===== src/rtl/bf16_pkg.sv =====
// Shared types and parameter defaults for the bfloat16 adder driver.
package bf16_pkg;
  localparam int BF16_W      = 16;
  localparam int DEPTH_DEF   = 4;
  localparam int TIMEOUT_DEF = 64;

  typedef logic [BF16_W-1:0] bf16_t;

  typedef struct packed {
    bf16_t a;
    bf16_t b;
  } op_pair_t;
endpackage


===== src/rtl/sync_fifo.sv =====
// Single-clock FIFO with occupancy count; DEPTH must be a power of two.
module sync_fifo #(
  parameter int WIDTH = 16,
  parameter int DEPTH = 2,
  localparam int AW = $clog2(DEPTH)
) (
  input  logic             clock,
  input  logic             nreset,
  input  logic             push_i,
  input  logic [WIDTH-1:0] wdata_i,
  input  logic             pop_i,
  output logic [WIDTH-1:0] rdata_o,
  output logic             full_o,
  output logic             empty_o,
  output logic [AW:0]      count_o
);
  localparam logic [AW-1:0] PTR_ONE  = AW'(1);
  localparam logic [AW:0]   CNT_ONE  = (AW+1)'(1);
  localparam logic [AW:0]   CNT_FULL = (AW+1)'(DEPTH);

  logic [WIDTH-1:0] mem_q [DEPTH];
  logic [AW-1:0]    wr_ptr_q, rd_ptr_q;
  logic [AW:0]      count_q, count_d;
  logic             do_push_s, do_pop_s;

  // A push at full is accepted only when a pop frees the slot on the same edge.
  assign do_pop_s  = pop_i & ~empty_o;
  assign do_push_s = push_i & (~full_o | do_pop_s);
  assign full_o    = (count_q == CNT_FULL);
  assign empty_o   = (count_q == {(AW+1){1'b0}});
  assign count_o   = count_q;
  assign rdata_o   = mem_q[rd_ptr_q];

  always_comb begin
    count_d = count_q;
    case ({do_push_s, do_pop_s})
      2'b10:   count_d = count_q + CNT_ONE;
      2'b01:   count_d = count_q - CNT_ONE;
      default: count_d = count_q;
    endcase
  end

  always_ff @(posedge clock or negedge nreset) begin
    if (!nreset) begin
      wr_ptr_q <= {AW{1'b0}};
      rd_ptr_q <= {AW{1'b0}};
      count_q  <= {(AW+1){1'b0}};
      for (int i = 0; i < DEPTH; i++) mem_q[i] <= {WIDTH{1'b0}};
    end else begin
      if (do_push_s) begin
        mem_q[wr_ptr_q] <= wdata_i;
        wr_ptr_q        <= wr_ptr_q + PTR_ONE;
      end
      if (do_pop_s) rd_ptr_q <= rd_ptr_q + PTR_ONE;
      count_q <= count_d;
    end
  end
endmodule


===== src/rtl/bf16_add_driver.sv =====
// Feeds queued operand pairs to a pulse-driven bfloat16 adder and buffers its results.
// Optional watchdog on the adder response: define BF16_DRV_TIMEOUT_EN.
module bf16_add_driver
  import bf16_pkg::*;
#(
  parameter int DEPTH   = DEPTH_DEF,
  parameter int TIMEOUT = TIMEOUT_DEF
) (
  input  logic  clock,
  input  logic  nreset,
  input  logic  op_valid,
  output logic  op_ready,
  input  bf16_t op_a,
  input  bf16_t op_b,
  output logic  res_valid,
  input  logic  res_ready,
  output bf16_t res_sum,
  output bf16_t add_a,
  output bf16_t add_b,
  input  bf16_t add_sum,
  input  logic  add_ready,
  output logic  busy
`ifdef BF16_DRV_TIMEOUT_EN
  ,
  output logic  timeout_err
`endif
);
  localparam int CW = $clog2(DEPTH) + 1;

  if (DEPTH < 2 || DEPTH > 16 || (DEPTH & (DEPTH - 1)) != 0 || TIMEOUT < 8 || TIMEOUT > 255) begin : g_bad_params
    $error("bf16_add_driver: DEPTH or TIMEOUT out of range");
  end

  op_pair_t      op_wdata_s, op_head_s;
  logic          op_push_s, op_full_s, op_empty_s;
  logic [CW-1:0] op_count_s;
  logic          res_full_s, res_empty_s, res_pop_s;
  logic [1:0]    res_count_s;
  logic          inflight_q, inflight_d;
  bf16_t         issued_b_q, issued_b_d;
  logic          capture_s, room_s, issue_ok_s, issue_s, timeout_hit_s;

  assign op_wdata_s = '{a: op_a, b: op_b};
  assign op_push_s  = op_valid & op_ready;
  assign op_ready   = ~op_full_s;
  assign res_valid  = ~res_empty_s;
  assign res_pop_s  = res_valid & res_ready;
  assign busy       = inflight_q | (op_count_s != {CW{1'b0}});

  // The in-flight result will occupy a slot when it lands, so reserve it before issuing another.
  assign capture_s  = add_ready & inflight_q;
  assign room_s     = inflight_q ? (res_count_s == 2'd0) : ~res_full_s;
  assign issue_ok_s = ~op_empty_s & room_s;
  assign issue_s    = add_ready & issue_ok_s;
  assign add_a      = issue_ok_s ? op_head_s.a : 16'h0000;
  assign add_b      = issued_b_q;

  sync_fifo #(.WIDTH(2*BF16_W), .DEPTH(DEPTH)) u_op_fifo (
    .clock   (clock),
    .nreset  (nreset),
    .push_i  (op_push_s),
    .wdata_i (op_wdata_s),
    .pop_i   (issue_s),
    .rdata_o (op_head_s),
    .full_o  (op_full_s),
    .empty_o (op_empty_s),
    .count_o (op_count_s)
  );

  sync_fifo #(.WIDTH(BF16_W), .DEPTH(2)) u_res_fifo (
    .clock   (clock),
    .nreset  (nreset),
    .push_i  (capture_s),
    .wdata_i (add_sum),
    .pop_i   (res_pop_s),
    .rdata_o (res_sum),
    .full_o  (res_full_s),
    .empty_o (res_empty_s),
    .count_o (res_count_s)
  );

`ifdef BF16_DRV_TIMEOUT_EN
  localparam logic [7:0] WD_LAST = 8'(TIMEOUT - 1);
  logic [7:0] wd_q, wd_d;
  logic       err_q, err_d;

  always_comb begin
    wd_d          = wd_q;
    err_d         = err_q;
    timeout_hit_s = 1'b0;
    if (!inflight_q || add_ready) begin
      wd_d = 8'd0;
    end else if (wd_q == WD_LAST) begin
      wd_d          = 8'd0;
      err_d         = 1'b1;
      timeout_hit_s = 1'b1;
    end else begin
      wd_d = wd_q + 8'd1;
    end
  end

  always_ff @(posedge clock or negedge nreset) begin
    if (!nreset) begin
      wd_q  <= 8'd0;
      err_q <= 1'b0;
    end else begin
      wd_q  <= wd_d;
      err_q <= err_d;
    end
  end

  assign timeout_err = err_q;
`else
  assign timeout_hit_s = 1'b0;
`endif

  // Each pulse retires the outstanding op (if any) and may start the next one.
  always_comb begin
    inflight_d = inflight_q;
    issued_b_d = issued_b_q;
    if (add_ready) begin
      inflight_d = issue_s;
    end else if (timeout_hit_s) begin
      inflight_d = 1'b0;
    end else begin
      inflight_d = inflight_q;
    end
    if (issue_s) begin
      issued_b_d = op_head_s.b;
    end else begin
      issued_b_d = issued_b_q;
    end
  end

  always_ff @(posedge clock or negedge nreset) begin
    if (!nreset) begin
      inflight_q <= 1'b0;
      issued_b_q <= 16'h0000;
    end else begin
      inflight_q <= inflight_d;
      issued_b_q <= issued_b_d;
    end
  end
endmodule


===== config.mk =====
export PLATFORM = sky130hd
export DESIGN_NAME = bf16_add_driver
export DESIGN_NICKNAME = d
export VERILOG_FILES = /design/src/rtl/bf16_pkg.sv /design/src/rtl/sync_fifo.sv /design/src/rtl/bf16_add_driver.sv
export SDC_FILE = /design/constraint.sdc
export NUM_CORES = 1
export LEC_CHECK = 0
export ABC_AREA = 0
export CORE_UTILIZATION = 37
export CTS_CLUSTER_DIAMETER = 50
export DETAILED_ROUTE_END_ITERATION = 7
export PLACE_DENSITY_LB_ADDON = 0.12
export SYNTH_ARGS = -nofsm -noshare
export SYNTH_HDL_FRONTEND = slang
export SYNTH_HIERARCHICAL = 1
export SYNTH_SLANG_ARGS = --single-unit

===== constraint.sdc =====
create_clock -name clock -period 4 [get_ports clock]
set_input_delay 0.8 -clock clock [delete_from_list [all_inputs] [get_ports clock]]
set_output_delay 0.8 -clock clock [all_outputs]
set_load 0.01 [all_outputs]

==> impl_metrics.tcl <==
set metrics [dict create \
    outcome "finished clean" \
    rsz0062_at_grt "no" \
    cp.arrival_ns 2.81 \
    synth_cell_types 32 \
    synth_nets 577 \
    skew_ns 0.0108 \
    ir_worst_vdd_mv 0.454 \
    dp_cells 891 \
    setup_viol 0 \
    core-area_mm2 0.0226 \
    cts.path.max_buffers 2 \
    syn_avg_cell_area_um2 16.4 \
    htreeDepth 4 \
    post_cts_buffers 0 \
    crit_fanout 16 \
    final.period_utilization_pct 90.2 \
    globalplace.congestion 0.682 \
    fin_crit_ns 3.61 \
    wirelength_um 17700 \
    cts_num_sinks 188 \
    grt_max_degree 82 \
    syn2layout_area_growth_pct 22.6 \
    antenna_found_initial 0 \
    fin_nets 685 \
    die_y_um 153 \
    drt_first_pass_iters 4 \
    syn-cell-area_mm2 0.00848 \
    critical-path-max-stage-delay_ns 0.54 \
    clk_pin_slew_ns 0.07 \
    crit_path_top_delay_cell "clkdlybuf4s50_1" \
    cts_hold_buf 0 \
    antennaDiodeCount 0 \
    stdcell_count 923 \
    ant_nets 0 \
    grt_use_total_pct 16.2 \
    start_kind "flop" \
    nFillCells 2019 \
    dp_hpwl_um 10800 \
    initial_utilization_pct 37.6 \
    drv_slew 0 \
    clockRootBuffer "clkbuf_16" \
    insertion_delay_ns 0.42 \
    postSynthCellCount 517 \
    p_leak_nw 4.30 \
    grt_pass1_wl_um 29200 \
    num_vias 4628 \
    dieArea_mm2 0.0235 \
    crit_chain "and2b_1 -> or3_2 -> nand2_1 -> and2_1 -> clkdlybuf4s50_1" \
    powerDensity_mw_per_mm2 902 \
    critPathKind "reg2out" \
    worstMarginPinSlew_ns 0.812 \
    ys_warn_count 6 \
    row_count 55 \
    gr-total-overflow 0 \
    critPathRequiredTime_ns 3.20 \
    cts_buffers 17 \
    ys_seq_area_share_pct 55.5 \
    yosys.area.top_type "dfrtp_1" \
    wl_per_cell_um 19.2 \
    maxCapViolCount 0 \
    max_freq_mhz 277 \
    timing.hold.ws_ns 0.363 \
    synth-seq-cells 188 \
    synth_top_area_share_pct 55.5 \
    drt-initial-drc-count 157 \
    grt_pass1_vias 5187 \
    hold_path_class "in2async" \
    slew_headroom_pct 45.9 \
    synth.area.top_cells "dfrtp_1, mux2_2, mux4_2" \
    ioPinCount 104 \
    setup_tns_ns 0 \
    die_x_um 153 \
    cts_tree "yes" \
    via_per_inst 5.01 \
    cts_resized 0 \
    route.detailed.drc 0 \
    crit_path_end_kind "output port" \
    drive_above_1_share_pct 44.2 \
    numPortBuffers 103 \
    hold_viol 0 \
]
## layer usage
metal	up-vias	global-route usage, %	routed length, µm
met4	0	4.90	197
met1	2473	20.9	8190
met5	-	0	0
met2	68	27.4	8850
li1	2073	-	-
met3	14	3.26	488
## metrics by stage
stage	instance area [µm²]	util [%]	worst slack (ns)	power, mW
after global routing	10400	46.1	0.207	9.97
after detailed placement	9770	43.3	0.737	7.66
after global placement	9770	43.3	0.757	7.48
final	10400	46.1	0.392	9.38
after floorplan	8480	-	1.12	6.21
after CTS	10400	46.1	0.332	9.53
## final cells by class
type / count / area [µm²] / share of cell area [%]
Timing Repair Buffer: 116 / 1140 / 11.0
Inverter: 9 / 33.8 / 0.325
Multi-Input combinational cell: 293 / 3530 / 33.9
Tap cell: 285 / 357 / 3.43
Clock inverter: 12 / 184 / 1.77
Clock buffer: 20 / 447 / 4.30
Sequential cell: 188 / 4710 / 45.3
## kinds of logic after synthesis
family	after synthesis	share of synthesized area (%)
compound gates	3	0.280
xor+xnor	11	1.14
fa+ha+maj	7	1.12
buf+inv	36	3.29
flops	188	55.5
mux	226	35.0
simple gates	46	3.64
## power by group
group          internal (mW)  total, mW  switching (mW)
Sequential              2.89       3.54           0.644
Combinational           2.56       4.02            1.45
Clock                   1.07       1.83           0.752
## cells in the final DEF (no fill, tap or decap), types with 2 or more instances in the layout
cell	n
clkbuf_8	2
clkbuf_16	17
xor2_1	5
inv_1	9
nor2_1	3
inv_6	3
nor3b_4	2
mux2_4	18
nor2_4	5
clkinv_2	2
and2_1	16
nand2b_1	2
mux4_2	32
xnor2_1	6
buf_4	12
dfrtp_1	186
clkbuf_1	2
dfrtp_2	2
nand2_1	7
bufinv_16	4
nor2b_1	3
clkdlybuf4s50_1	102
ha_1	6
mux2_2	175
## registers in the layout, summed over array words and instances, names as in the netlist
| register | count |
|---|---|
| u_op_fifo/wr_ptr_q | 2 |
| u_res_fifo/mem_q | 32 |
| u_res_fifo/count_o | 2 |
| add_b | 16 |
| u_res_fifo/rd_ptr_q | 1 |
| u_op_fifo/mem_q | 128 |
| u_res_fifo/wr_ptr_q | 1 |
| inflight_q | 1 |
| u_op_fifo/rd_ptr_q | 2 |
| u_op_fifo/count_o | 3 |
## Yosys cell counts
master	number
buf_12	2
clkbuf_1	6
nor3b_4	2
fa_1	1
or4_2	1
and2_1	16
mux2_2	175
nand2b_1	2
a21bo_1	1
nand2_1	7
nor2_1	7
mux4_2	32
inv_1	9
nor3_1	1
nor2b_1	3
mux2_4	18
nor4b_4	1
mux2i_1	1
and2b_1	1
dfrtp_1	188
xnor2_1	6
ha_1	6
buf_6	14
nor2_4	1
and3_1	1
xor2_1	5
and2_2	1
o21ai_0	1
buf_2	5
o31a_1	1
or4b_1	1
or3_2	1
## critical path: cells and delay by family, from the launching register on
family                 cells  cell delay [ns]
AND/OR/NAND/NOR            4             1.35
buffers and inverters      1             0.54
flip-flops                 1             0.51
## path summary, 6_finish.rpt
| check | startpoint | depth (start not counted) | slack (ns) | end |
|---|---|---|---|---|
| min in group clock | u_op_fifo/mem_q[14] | 1 | 0.50 | u_op_fifo/mem_q[14] |
| worst max register to register | u_res_fifo/count_o[0] | 13 | 1.12 | u_op_fifo/count_o[2] |
| max in group asynchronous | nreset | 2 | 2.62 | u_op_fifo/rd_ptr_q[1] |
| worst max-delay path | u_res_fifo/count_o[0] | 5 | 0.39 | add_a[14] |
| worst min register to register | u_op_fifo/mem_q[14] | 1 | 0.50 | u_op_fifo/mem_q[14] |
| worst min-delay path | nreset | 1 | 0.36 | u_res_fifo/mem_q[7] |
Power figures use the tool's default switching activity.
